[config.mk]
export PLATFORM = sky130hd
export DESIGN_NAME = circuito_sweep_ctrl
export DESIGN_NICKNAME = d
export VERILOG_FILES = /design/src/rtl/circuito_sweep_pkg.sv /design/src/rtl/circuito_sweep_ctrl_settle_timer.sv /design/src/rtl/circuito_sweep_ctrl.sv
export SDC_FILE = /design/constraint.sdc
export NUM_CORES = 1
export LEC_CHECK = 0
export BUFFER_PORTS_ARGS = -buffer_cell sky130_fd_sc_hd__buf_2
export CORE_MARGIN = 4
export CORE_UTILIZATION = 57
export CTS_CLUSTER_DIAMETER = 150
export DETAILED_ROUTE_END_ITERATION = 8
export MAX_ROUTING_LAYER = met4
export PLACE_DENSITY = 0.81
export SKIP_CTS_REPAIR_TIMING = 1
export SYNTH_ARGS = -nofsm -noshare
export SYNTH_HDL_FRONTEND = slang
export SYNTH_SLANG_ARGS = --single-unit
[constraint.sdc]
create_clock -name clk -period 3.5 [get_ports clk]
set_clock_uncertainty 0.2 [all_clocks]
set_input_delay 0.7 -clock clk [delete_from_list [all_inputs] [get_ports clk]]
set_output_delay 0.7 -clock clk [all_outputs]
set_load 0.02 [all_outputs]
[src/rtl/circuito_sweep_pkg.sv]
// -----------------------------------------------------------------------------
// circuito_sweep_pkg
//   Shared types and sizing constants for the truth-table sweep controller.
//   - state_t : sweep FSM states
//   - N_VEC   : number of input vectors (4 inputs -> 16 combinations)
//   - IDX_W   : width of the vector index {a,b,c,d}
//   - CNT_W   : width of the ones counter (0..16 needs 5 bits)
// -----------------------------------------------------------------------------
package circuito_sweep_pkg;

  localparam int N_VEC = 16;
  localparam int IDX_W = 4;
  localparam int CNT_W = 5;

  typedef enum logic [1:0] {
    IDLE   = 2'd0,
    SETTLE = 2'd1,
    SAMPLE = 2'd2,
    DONE   = 2'd3
  } state_t;

endpackage : circuito_sweep_pkg

[src/rtl/circuito_sweep_ctrl_settle_timer.sv]
// -----------------------------------------------------------------------------
// sweep_settle_timer
//   Down-counter that measures how long each vector is held in SETTLE.
//   Parameter SETTLE_CYCLES (>= 1): number of SETTLE cycles per vector.
//   Ports:
//     clk     in  : clock, rising edge
//     rst     in  : synchronous active-high reset
//     load    in  : reload the counter (asserted on the edge entering SETTLE)
//     en      in  : high while the FSM sits in SETTLE
//     expired out : high during the last SETTLE cycle
// -----------------------------------------------------------------------------
module sweep_settle_timer #(
  parameter int SETTLE_CYCLES = 1
) (
  input  logic clk,
  input  logic rst,
  input  logic load,
  input  logic en,
  output logic expired
);

  // Counter holds "remaining SETTLE cycles after this one", so it never
  // needs to represent SETTLE_CYCLES itself.
  localparam int CW = (SETTLE_CYCLES > 1) ? $clog2(SETTLE_CYCLES) : 1;
  localparam logic [CW-1:0] RELOAD = CW'(SETTLE_CYCLES - 1);

  logic [CW-1:0] cnt_q, cnt_d;

  // NOTE: default assignment first so every path through the block drives
  // cnt_d; a missing branch would otherwise infer a latch.
  always_comb begin
    cnt_d = cnt_q;
    if (load) begin
      cnt_d = RELOAD;
    end else if (en && (cnt_q != '0)) begin
      cnt_d = cnt_q - CW'(1);
    end
  end

  // NOTE: state updates use non-blocking assignments so every flop samples
  // values from before the edge, independent of process ordering.
  always_ff @(posedge clk) begin
    if (rst) begin
      cnt_q <= '0;
    end else begin
      cnt_q <= cnt_d;
    end
  end

  assign expired = en && (cnt_q == '0);

endmodule : sweep_settle_timer

[src/rtl/circuito_sweep_ctrl.sv]
// -----------------------------------------------------------------------------
// circuito_sweep_ctrl
//   Steps a 4-input combinational circuit through all 16 input vectors in
//   order, holds each for SETTLE_CYCLES cycles, samples s1 in a dedicated
//   SAMPLE cycle, and builds a 16-bit truth table plus its ones count.
//
//   Optional feature (macro SWEEP_COMPARE_EN): compares each sample against
//   a golden table and reports a sticky mismatch with the first failing idx.
//
//   Ports:
//     clk            in      clock, rising edge
//     rst            in      synchronous active-high reset
//     start          in      sweep request, honoured only in IDLE
//     dut_a..dut_d   out     circuit inputs, idx bits 3..0
//     dut_s1         in      circuit output
//     busy           out     high during SETTLE/SAMPLE
//     done           out     one-cycle pulse in DONE
//     table_out      out[16] bit k = s1 sampled at idx k
//     ones_count     out[5]  population count of table_out
//   SWEEP_COMPARE_EN only:
//     expected       in[16]  golden truth table
//     mismatch       out     sticky compare failure
//     first_fail_idx out[4]  idx of first failure (0 if none)
// -----------------------------------------------------------------------------
module circuito_sweep_ctrl
  import circuito_sweep_pkg::*;
#(
  parameter int SETTLE_CYCLES = 1
) (
  input  logic             clk,
  input  logic             rst,
  input  logic             start,
  output logic             dut_a,
  output logic             dut_b,
  output logic             dut_c,
  output logic             dut_d,
  input  logic             dut_s1,
  output logic             busy,
  output logic             done,
  output logic [N_VEC-1:0] table_out,
  output logic [CNT_W-1:0] ones_count
`ifdef SWEEP_COMPARE_EN
  ,
  input  logic [N_VEC-1:0] expected,
  output logic             mismatch,
  output logic [IDX_W-1:0] first_fail_idx
`endif
);

  localparam logic [IDX_W-1:0] LAST_IDX = IDX_W'(N_VEC - 1);

  state_t             state_q, state_d;
  logic [IDX_W-1:0]   idx_q, idx_d;
  logic [N_VEC-1:0]   table_q, table_d;
  logic [CNT_W-1:0]   ones_q, ones_d;
  logic               busy_q, busy_d;
  logic               done_q, done_d;
  logic               timer_load;
  logic               timer_expired;

`ifdef SWEEP_COMPARE_EN
  logic               mismatch_q, mismatch_d;
  logic [IDX_W-1:0]   first_fail_q, first_fail_d;
`endif

  sweep_settle_timer #(
    .SETTLE_CYCLES (SETTLE_CYCLES)
  ) u_settle_timer (
    .clk     (clk),
    .rst     (rst),
    .load    (timer_load),
    .en      (state_q == SETTLE),
    .expired (timer_expired)
  );

  always_comb begin
    state_d    = state_q;
    idx_d      = idx_q;
    table_d    = table_q;
    ones_d     = ones_q;
    timer_load = 1'b0;
`ifdef SWEEP_COMPARE_EN
    mismatch_d   = mismatch_q;
    first_fail_d = first_fail_q;
`endif

    unique case (state_q)
      IDLE: begin
        if (start) begin
          state_d    = SETTLE;
          idx_d      = '0;
          table_d    = '0;
          ones_d     = '0;
          timer_load = 1'b1;
`ifdef SWEEP_COMPARE_EN
          mismatch_d   = 1'b0;
          first_fail_d = '0;
`endif
        end
      end

      SETTLE: begin
        if (timer_expired) begin
          state_d = SAMPLE;
        end
      end

      SAMPLE: begin
        table_d[idx_q] = dut_s1;
        ones_d         = ones_q + CNT_W'(dut_s1);
`ifdef SWEEP_COMPARE_EN
        // Only the first failure is recorded; later ones leave the index alone.
        if ((dut_s1 != expected[idx_q]) && !mismatch_q) begin
          mismatch_d   = 1'b1;
          first_fail_d = idx_q;
        end
`endif
        if (idx_q == LAST_IDX) begin
          // idx stays at 15 so the circuit keeps seeing 1111 after the sweep.
          state_d = DONE;
        end else begin
          idx_d      = idx_q + IDX_W'(1);
          state_d    = SETTLE;
          timer_load = 1'b1;
        end
      end

      DONE: begin
        state_d = IDLE;
      end

      default: begin
        state_d = IDLE;
      end
    endcase

    // Status flags are registered from the next state so they line up
    // exactly with the state they describe.
    busy_d = (state_d == SETTLE) || (state_d == SAMPLE);
    done_d = (state_d == DONE);
  end

  always_ff @(posedge clk) begin
    if (rst) begin
      state_q <= IDLE;
      idx_q   <= '0;
      table_q <= '0;
      ones_q  <= '0;
      busy_q  <= 1'b0;
      done_q  <= 1'b0;
`ifdef SWEEP_COMPARE_EN
      mismatch_q   <= 1'b0;
      first_fail_q <= '0;
`endif
    end else begin
      state_q <= state_d;
      idx_q   <= idx_d;
      table_q <= table_d;
      ones_q  <= ones_d;
      busy_q  <= busy_d;
      done_q  <= done_d;
`ifdef SWEEP_COMPARE_EN
      mismatch_q   <= mismatch_d;
      first_fail_q <= first_fail_d;
`endif
    end
  end

  assign dut_a      = idx_q[3];
  assign dut_b      = idx_q[2];
  assign dut_c      = idx_q[1];
  assign dut_d      = idx_q[0];
  assign busy       = busy_q;
  assign done       = done_q;
  assign table_out  = table_q;
  assign ones_count = ones_q;

`ifdef SWEEP_COMPARE_EN
  assign mismatch       = mismatch_q;
  assign first_fail_idx = first_fail_q;
`endif

endmodule : circuito_sweep_ctrl

Word-level counts from Yosys, hierarchy flattened
Cells that the tools add are included.
{"block": "classes", "n_bitwise": 1, "n_reduce_logical": 9, "muxes": 17, "order_cmp": 2, "n_addsub": 3, "eq_ne": 9}
{"op": "$pmux 16 s2", "n": 1}
{"op": "$bwmux 16", "n": 1}
{"op": "$mux 16", "n": 1}
{"op": "$pmux 5 s2", "n": 1}
{"op": "$eq 2x2->1 const B", "n": 4}
{"op": "$mux 4", "n": 2}
{"op": "$pmux 2 s4", "n": 1}
{"op": "$pmux 4 s2", "n": 1}
{"op": "$mux 2", "n": 3}
{"op": "$add 5x1->5", "n": 1}
{"op": "$lt 4x5->1 const B", "n": 1}
{"op": "$mux 5", "n": 1}
{"op": "$add 4x1->4 const B", "n": 1}
{"op": "$demux 1 s4", "n": 1}
{"op": "$eq 2x1->1 const B", "n": 2}
{"op": "$eq 4x4->1 const B", "n": 1}
{"op": "$ge 4x1->1 const B", "n": 1}
{"op": "$ne 2x2->1 const B", "n": 2}
{"op": "$logic_and 1x1->1", "n": 3}
{"op": "$mux 1", "n": 3}
{"op": "$reduce_and 3->1", "n": 1}
{"op": "$logic_not 2->1", "n": 1}
{"op": "$pmux 1 s2", "n": 1}
{"op": "$reduce_and 2->1", "n": 1}
{"op": "5 further kinds", "n": 5}
{"block": "word_totals", "out_inout_bits": 27, "inputBits": 4, "wordCells": 48, "reg_bits": 30}

Depth between registers and ports, before layout
Gate-level depths: netlist (run 1).
{"block": "logic_depth", "ltp_word": 6, "mapped_depth": 6, "ltp_nobuf": 5}

Cells and area by module
Synthesis (run 1) repeated with hierarchy kept, for this count alone.
{"block": "unflattened", "hier_cells": 167, "area_unflattened_um2": 1546.5}
{"mod": "circuito_sweep_ctrl", "area_each_um2": 1505.2, "seq_area_each_um2": 580.6, "instances": 1, "cells_per_inst": 164}
{"mod": "sweep_settle_timer", "area_each_um2": 41.3, "seq_area_each_um2": 20.0, "instances": 1, "cells_per_inst": 3}

Worst setup path before layout (run 1)
No wires, ideal clock.
{"block": "synth_path", "kind": "input to register", "from": "input dut_s1", "to": "register ones_q[4], in the netlist ones_count[4]", "setup_ns": 0.123, "path_slack_ns": 1.696, "cell_stages": 4, "arrival_ns": 1.481, "n_path_buf": 0, "required_time_ns": 3.177, "cell_sequence": "ha_1 ha_1 nand4_1 mux2_1"}
{"block": "synth_via", "elab_chain_cells": 2}
{"item": "from (decl)", "line_no": "circuito_sweep_ctrl.sv:37", "source": "input logic dut_s1,"}
{"item": "$add 5x1->5", "line_no": "circuito_sweep_ctrl.sv:110", "source": "ones_d = ones_q + CNT_W'(dut_s1);"}
{"item": "$pmux 5 s2", "line_no": "circuito_sweep_ctrl.sv:87", "source": "unique case (state_q)"}
{"item": "to (signal assigned)", "line_no": "circuito_sweep_ctrl.sv:159", "source": "ones_q <= ones_d;"}
{"item": "to (decl)", "line_no": "circuito_sweep_ctrl.sv:55", "source": "logic [CNT_W-1:0] ones_q, ones_d;"}
Every way passes these cells.
A chain may end at the register's enable or synchronous reset.

Worst setup path in the final report (run 1)
{"block": "layout_path", "from": "register idx_q[2]", "to": "output dut_b"}
{"item": "from (decl)", "line_no": "circuito_sweep_ctrl.sv:53", "source": "logic [IDX_W-1:0] idx_q, idx_d;"}
{"item": "from (signal assigned)", "line_no": "circuito_sweep_ctrl.sv:157", "source": "idx_q <= idx_d;"}
{"item": "to (decl)", "line_no": "circuito_sweep_ctrl.sv:34", "source": "output logic dut_b,"}
No word-level cell between the ends.

==> reports/summary.md, run 1 <==
The cell count along the critical path is 1, and the remaining antenna violation count is 0. The biggest fanout along the worst timing path was 16. The proportion of layout cells with a drive suffix above 1 was 0.227; the count of buffer and inverter cells on the critical path was 1. The tools report the area of the mapped netlist as 1470 um2. CTS placed an instance of sky130_fd_sc_hd__clkbuf_4 at the clock tree root. Global routing finished with a remaining overflow of 0. The via count of the first global-routing pass is 1240, and the worst slack at placement is 1.33 ns. The count of endpoints failing hold in the final timing report was 0; the count of input and output buffers was 30.

Synthesis instantiated 37 different standard cells from the library. The tools report the category of the worst setup path launch point as a flop. Launch point of the worst reg-to-reg path: state_q[1]$_SDFF_PP0_. The mean area per synthesized cell was 9.27 um2.

The endpoint identified for the worst register-to-register timing path is ones_count[3]$_SDFFE_PP0P_. STA classifies the critical path endpoint as an output port. Including well taps, the total number of placed cells is 208. The fraction of synthesized cell area taken by the top area cell type works out to 0.407. The tools report the maximum root-to-sink buffer count as 2. The logs give 0 for the count of antenna diodes in the layout and 2480 um2 for the area of the core region. Static timing analysis puts the maximum clock frequency at 469 MHz.

The worst path meets setup with 1.37 ns of slack. Routed wirelength normalized by instance count: 14.6 um. Clock period minus worst slack: 2.13 ns. In this run, CTS created clock tree buffers numbering 5. The HPWL after detailed placement is 2.25 mm.

The sequential element share of the synthesized area was 0.407. In the final design database the tool counted 196 nets. The library cell with the largest summed area after synthesis is sky130_fd_sc_hd__dfxtp_1. The run finished with clean final reports. The actual slew at the worst max-slew pin is 0.598 ns, and the remaining max-slew budget at the tightest pin is 0.601. For this block, the routed nets add up to 3.15 mm of wire. Row generation in the floorplan step produced 18 rows.

For this block, the initial DRC count from the detailed router was 39. The initial standard-cell utilization of the core was 0.595. The source-to-sink clock delay at the later pin of the worst-skew pair was 0.33 ns; the synthesis-stage register bit count was 30. Routability-driven placement finished with a final weighted congestion of 0.853. The setup check on the worst reg-to-reg path leaves a slack of 1.39 ns.

After clock tree synthesis, the clock-pin slew on the worst setup and hold paths is 0.08 ns. By area the synthesized netlist is led by sky130_fd_sc_hd__dfxtp_1 41%, sky130_fd_sc_hd__a31o_1 8.3%, sky130_fd_sc_hd__ha_1 5.9%. The initial antenna violation count came out at 0. The run gives 0 ns as the sum of negative setup slack. The H-tree generated during clock tree synthesis spans 2 levels. The hold-critical path depth works out to 1. Setup violations remaining at the end of the flow were counted as 0.

Entering global routing, the biggest net connects 22 pins. The area added between synthesis and finish was 11.7%; the power per standard cell area was 353 nW/um2. The die span in y is 58.9 um, and the largest stage delay on the critical path is 0.65 ns. The number of top-level pins was 31; the total nets after synthesis was 170. The final number of max-transition violations is 0. For the total track usage, the log shows 0.212. The count of warnings emitted by yosys is 0, and the overall die width is 58.9 um. The final route contains 1293 vias. The worst endpoint required time came out at 2.60 ns. At the worst endpoint, the arrival time is 1.23 ns. The ratio of final minimum period to clock period was 0.610.

The worst setup path is of the flop to output port kind. The tools report the first-pass GRT wire length as 5.35 mm. Once layout is complete, the cells apart from fillers number 215. Worst min-delay path category: flop to flop. The run gives 217 as the number of fillers in the final layout.

The kind of cell with the highest combined delay along the critical path is flip-flops. The tools report the number of maximum-capacitance violations as 0. In the synthesized netlist, the number of instances is 159. The worst reg-to-reg path cell count is 3, and the die outline area is 3460 um2. The startpoint of the most critical setup path is idx_q[2]$_SDFFE_PP0P_. Traced cell by cell, the critical path runs through buf_2.

Among all stages on the critical path, the largest delay is contributed by sky130_fd_sc_hd__dfxtp_1. The DRC violations left is 0, and the number of vias per cell is 6.01. The run gives 4 as the detailed-routing iteration count for the pre-antenna-repair pass. The logs give 0.000275 V for the maximum vdd ir drop and 30 for the number of clock sinks. In this run the static leakage power is 0.686 nW. Setup repair after global routing left no endpoint under its margin. TritonCTS built the clock tree. Termination of the worst setup path: dut_b.
## metal layers
metal	vias to the layer above	GRT usage	wire length, um
li1	647	-	-
met1	596	0.255	1410
met2	43	0.315	1470
met3	7	0.0526	198
met4	0	0.129	77
met5	-	-	0
## Yosys cell counts
master                      count
sky130_fd_sc_hd__or2_0          3
sky130_fd_sc_hd__o21a_1         1
sky130_fd_sc_hd__nor2b_1        7
sky130_fd_sc_hd__buf_1          1
sky130_fd_sc_hd__a21oi_1        3
sky130_fd_sc_hd__nand4b_1       2
sky130_fd_sc_hd__inv_1          3
sky130_fd_sc_hd__nand2_1        4
sky130_fd_sc_hd__buf_2          6
sky130_fd_sc_hd__o21ai_0        3
sky130_fd_sc_hd__buf_4          3
sky130_fd_sc_hd__nor2_1         7
sky130_fd_sc_hd__nor4_1         6
sky130_fd_sc_hd__and4b_1        1
sky130_fd_sc_hd__o31ai_1        2
sky130_fd_sc_hd__nor3b_1        2
sky130_fd_sc_hd__nand3b_2       4
sky130_fd_sc_hd__nand3_1       14
sky130_fd_sc_hd__nor2_2         1
sky130_fd_sc_hd__and2b_1        1
sky130_fd_sc_hd__a31oi_1        2
sky130_fd_sc_hd__nand4_1        3
sky130_fd_sc_hd__a21o_1         2
sky130_fd_sc_hd__nor3_1        12
sky130_fd_sc_hd__or3b_1         1
sky130_fd_sc_hd__mux2_1         2
sky130_fd_sc_hd__nand3b_1       1
sky130_fd_sc_hd__clkbuf_1       1
sky130_fd_sc_hd__nor3b_2        1
sky130_fd_sc_hd__and4_1         1
sky130_fd_sc_hd__dfxtp_1       30
sky130_fd_sc_hd__a31o_1        14
sky130_fd_sc_hd__o2bb2ai_1      1
sky130_fd_sc_hd__ha_1           7
sky130_fd_sc_hd__nand2b_1       4
sky130_fd_sc_hd__a22oi_1        2
sky130_fd_sc_hd__o21bai_2       1
## stage by stage
stage,total power [mW],utilization,hold slack [ns],instance area (um2)
2_1_floorplan,0.393,-,0.237,1470
3_3_place_gp,0.400,0.646,0.233,1600
3_5_place_dp,0.402,0.646,0.243,1600
4_1_cts,0.586,0.665,0.263,1650
5_1_grt,0.605,0.665,0.281,1650
6_report,0.581,0.665,0.254,1650
## how the worst min path moves through the flow
stage | startpoint | endpoint | slack (ns)
floorplan | u_settle_timer.cnt_q$_SDFFE_PP0P_ | u_settle_timer.cnt_q$_SDFFE_PP0P_ | 0.24
global placement | table_out[7]$_SDFFE_PP0P_ | table_out[7]$_SDFFE_PP0P_ | 0.23
CTS | table_out[7]$_SDFFE_PP0P_ | table_out[7]$_SDFFE_PP0P_ | 0.26
global route | table_out[15]$_SDFFE_PP0P_ | table_out[15]$_SDFFE_PP0P_ | 0.28
finish | table_out[7]$_SDFFE_PP0P_ | table_out[7]$_SDFFE_PP0P_ | 0.25
detailed placement | table_out[7]$_SDFFE_PP0P_ | table_out[7]$_SDFFE_PP0P_ | 0.24
## placed cells by master (no fill, tap or decap)
cell type / count
sky130_fd_sc_hd__a31o_1: 14
sky130_fd_sc_hd__inv_1: 3
sky130_fd_sc_hd__nor3b_2: 1
sky130_fd_sc_hd__a22oi_1: 2
sky130_fd_sc_hd__or2_0: 3
sky130_fd_sc_hd__nand3b_1: 1
sky130_fd_sc_hd__nor3_1: 12
sky130_fd_sc_hd__and4_1: 1
sky130_fd_sc_hd__nand2_1: 4
sky130_fd_sc_hd__clkbuf_4: 5
sky130_fd_sc_hd__o21ai_0: 3
sky130_fd_sc_hd__nand4_1: 3
sky130_fd_sc_hd__o2bb2ai_1: 1
sky130_fd_sc_hd__nor3b_1: 2
sky130_fd_sc_hd__clkbuf_1: 2
sky130_fd_sc_hd__a21o_1: 2
sky130_fd_sc_hd__nor4_1: 6
sky130_fd_sc_hd__nor2b_1: 7
sky130_fd_sc_hd__nand3b_2: 4
sky130_fd_sc_hd__nand3_1: 14
sky130_fd_sc_hd__dfxtp_1: 30
sky130_fd_sc_hd__o21a_1: 1
sky130_fd_sc_hd__buf_2: 30
sky130_fd_sc_hd__a21oi_1: 3
sky130_fd_sc_hd__nor2_2: 1
sky130_fd_sc_hd__a31oi_1: 2
sky130_fd_sc_hd__o21bai_2: 1
sky130_fd_sc_hd__or3b_1: 1
sky130_fd_sc_hd__nor2_1: 7
sky130_fd_sc_hd__and4b_1: 1
sky130_fd_sc_hd__nand2b_1: 4
sky130_fd_sc_hd__ha_1: 7
sky130_fd_sc_hd__o31ai_1: 2
sky130_fd_sc_hd__mux2_1: 2
sky130_fd_sc_hd__nand4b_1: 2
sky130_fd_sc_hd__and2b_1: 1
## flip-flops by register name, summed over array words and instances, names as in the netlist
signal	cells
ones_count	5
busy	1
u_settle_timer.cnt_q	1
table_out	16
idx_q	4
state_q	2
done	1
## final cells by class
| type | instances | area, um2 | area share |
|---|---|---|---|
| clock buffer | 7 | 45.0 | 0.0274 |
| timing repair buffer | 30 | 150 | 0.0912 |
| inverter | 3 | 11.3 | 0.00684 |
| tap | 30 | 37.5 | 0.0228 |
| sequential | 30 | 601 | 0.365 |
| multi-input combinational | 115 | 802 | 0.487 |
## cell families after synthesis
group,count (synthesis),share of synthesized area
compound gates,31,0.161
fa+ha+maj,7,0.0594
buf+inv,14,0.0484
flops,30,0.407
mux,2,0.0153
simple gates,75,0.308
## power breakdown
group	internal, mW	leakage (nW)	total [mW]	switching [mW]
clock	0.0755	0.0254	0.187	0.112
sequential	0.345	0.242	0.351	0.00584
combinational	0.0152	0.418	0.0430	0.0277
Power figures use the tool's default switching activity.
==> run 2: changes to the inputs <==
- CORE_UTILIZATION: 57 -> 53
- PLACE_DENSITY: 0.81 -> 0.76
- clock period: 3.5 -> 1.98 ns (I/O delays scaled with it)
==> run 2 against run 1 <==
Power increased by 78%. Combinational power increased by 110%. Clock power increased by 76%. Critical path type is now flop to flop. Largest cell class unchanged.
==> reports/summary.md, run 2 (same netlist as run 1, synthesis figures left out) <==
The run finished with clean final reports. For the detailed-routing iteration count for the pre-antenna-repair pass, the log shows 4 (unchanged). Setup repair after global routing left no endpoint under its margin.

The library cells used most frequently in the layout, excluding fill and tap cells, are 30 x sky130_fd_sc_hd__dfxtp_1, 30 x sky130_fd_sc_hd__buf_2, 14 x sky130_fd_sc_hd__nand3_1, 14 x sky130_fd_sc_hd__a31o_1, 12 x sky130_fd_sc_hd__nor3_1. The initial antenna violation count is 0 (unchanged), and the instance area after placement is 1650 um2 (+3.3%). For the worst endpoint required time, the log shows 2.01 ns (-0.59 ns). The data arrival time of the critical path came out at 1.82 ns (+0.59 ns). Worst min-delay path category: input port to flop. The HPWL after detailed placement is 2.48 mm (+10%), and the wire length after detailed routing is 3.35 mm (+6.3%). The ratio of final minimum period to clock period works out to 0.908. The tools report the static leakage as 0.718 nW (+4.8%). The number of fillers in the final layout was 229 (+5.5%); the end-of-flow core utilization was 0.663 (-0.00188). The tools report the count of endpoints failing hold in the final timing report as 0 (unchanged). The power per standard cell area works out to 609 nW/um2 (+72%). Derived from the worst setup path, the maximum achievable clock frequency is 556 MHz. The run gives 0 (unchanged) as the DRC violations left. The first-pass GRT wire length was 5.73 mm (+7.1%). The die span in y is 60.7 um (+3.2%).

The remaining antenna violation count came out at 0 (unchanged). The clock transition at the register clock pins on the worst setup and hold paths after CTS is 0.09 ns (about the same). The sum of negative setup slack is 0 ns (unchanged), and the pin count of the biggest net entering global routing is 17 (-23%). The final standard cell area without fillers is 1700 um2 (+3.3%), and the via count of the first global-routing pass is 1219 (-1.7%).

The tools report the count of H-tree levels built during CTS as 2 (unchanged). For the number of top-level pins, the log shows 31 (unchanged). TritonCTS built the clock tree. The run gives 43 (+10%) as the DRC marker count from the first detailed-route iteration. The number of maximum-capacitance violations came out at 0 (unchanged). The final setup violation count is 0 (unchanged), and the area of the core region is 2570 um2 (+3.6%). For the routed via count, the log shows 1314 (+1.6%). The biggest fanout along the worst timing path was 6 (-10); the routed wirelength normalized by instance count was 15.1 um (+2.9%). The run gives 0.000394 V (+43%) as the maximum vdd ir drop. The run gives 18 (unchanged) as the number of rows in the core area. The overall die width is 60.7 um (+3.2%), and the maximum root-to-sink buffer count is 2 (unchanged). The number of nets in the layout was 203 (+3.6%); the count of antenna diodes in the layout was 0 (unchanged).

CTS placed an instance of sky130_fd_sc_hd__clkbuf_4 at the clock tree root. The tools report the total track usage as 0.213 (+0.00174). Remaining max-slew budget at the tightest pin: 0.737 (+0.135).

The proportion of layout cells with a drive suffix above 1 was 0.260 (+0.0334); the initial standard-cell utilization of the core was 0.574 (-0.0209). Relative to the synthesized area, the layout overhead comes to 15.4%. The clock period minus worst slack works out to 1.80 ns. The die outline area was 3690 um2 (+6.5%); the actual slew at the worst max-slew pin was 0.395 ns (-0.203 ns).

STA classifies the critical path startpoint as a flop. Total clock buffers created by CTS: 5 (unchanged). The count of input and output buffers was 30 (unchanged).

STA classifies the critical path endpoint as a flop. The logs give 0.816 (-4.3%) for the final weighted congestion in routability-driven placement and 0.32 ns (about the same) for the source-to-sink clock delay at the later pin of the worst-skew pair. The flip-flop count of the largest register, all copies and words added is 16 (unchanged). The number of vias per cell is 5.92 (-1.6%).

The remaining global-route overflow was 0 (unchanged). The number of clock sinks was 30 (unchanged). Type of the setup path with the least slack: flop to flop.

The final number of max-transition violations came out at 0 (unchanged).
==> run 2: path summary, 6_finish.rpt <==
path,start,to,slack [ns],cells past startpoint
min,rst,idx_q[0]$_SDFFE_PP0P_,0.15,2
min reg2reg,table_out[15]$_SDFFE_PP0P_,table_out[15]$_SDFFE_PP0P_,0.26,1
max reg2reg,idx_q[0]$_SDFFE_PP0P_,busy$_SDFF_PP0_,0.18,5
max,idx_q[0]$_SDFFE_PP0P_,busy$_SDFF_PP0_,0.18,5
==> run 2: layout make-up <==
type	instances	area (um2)	area share
tap	30	37.5	0.0221
timing repair buffer	37	203	0.119
multi-input combinational	115	805	0.473
inverter	3	11.3	0.00662
sequential	30	601	0.353
clock buffer	7	45.0	0.0265
==> run 2: per-layer routing <==
metal  global-route usage  wire (um)
met3               0.0383        221
met4               0.0929         63
met1                0.282       1500
met2                0.318       1570
met5                    -          0
==> run 2: power breakdown <==
part | internal (mW) | switching [mW] | leakage [nW]
sequential | 0.610 | 0.00857 | 0.242
combinational | 0.0339 | 0.0545 | 0.451
clock | 0.134 | 0.196 | 0.0254
==> run 2: per-stage QoR <==
stage	setup WS, ns	cells	total power, mW	hold slack (ns)
2_1_floorplan	0.227	159	0.695	0.237
3_3_place_gp	0.197	215	0.717	0.231
3_5_place_dp	0.165	215	0.721	0.245
4_1_cts	0.143	222	1.04	0.141
5_1_grt	0.0556	222	1.07	0.156
6_report	0.182	222	1.04	0.148
==> run 2: critical path, stage by stage (launching register included) <==
cell and delay, ns:
sky130_fd_sc_hd__dfxtp_1 0.44, sky130_fd_sc_hd__ha_2 0.29, sky130_fd_sc_hd__nand3b_2 0.16, sky130_fd_sc_hd__o2bb2ai_1 0.22, sky130_fd_sc_hd__ha_1 0.26, sky130_fd_sc_hd__nor2b_1 0.12
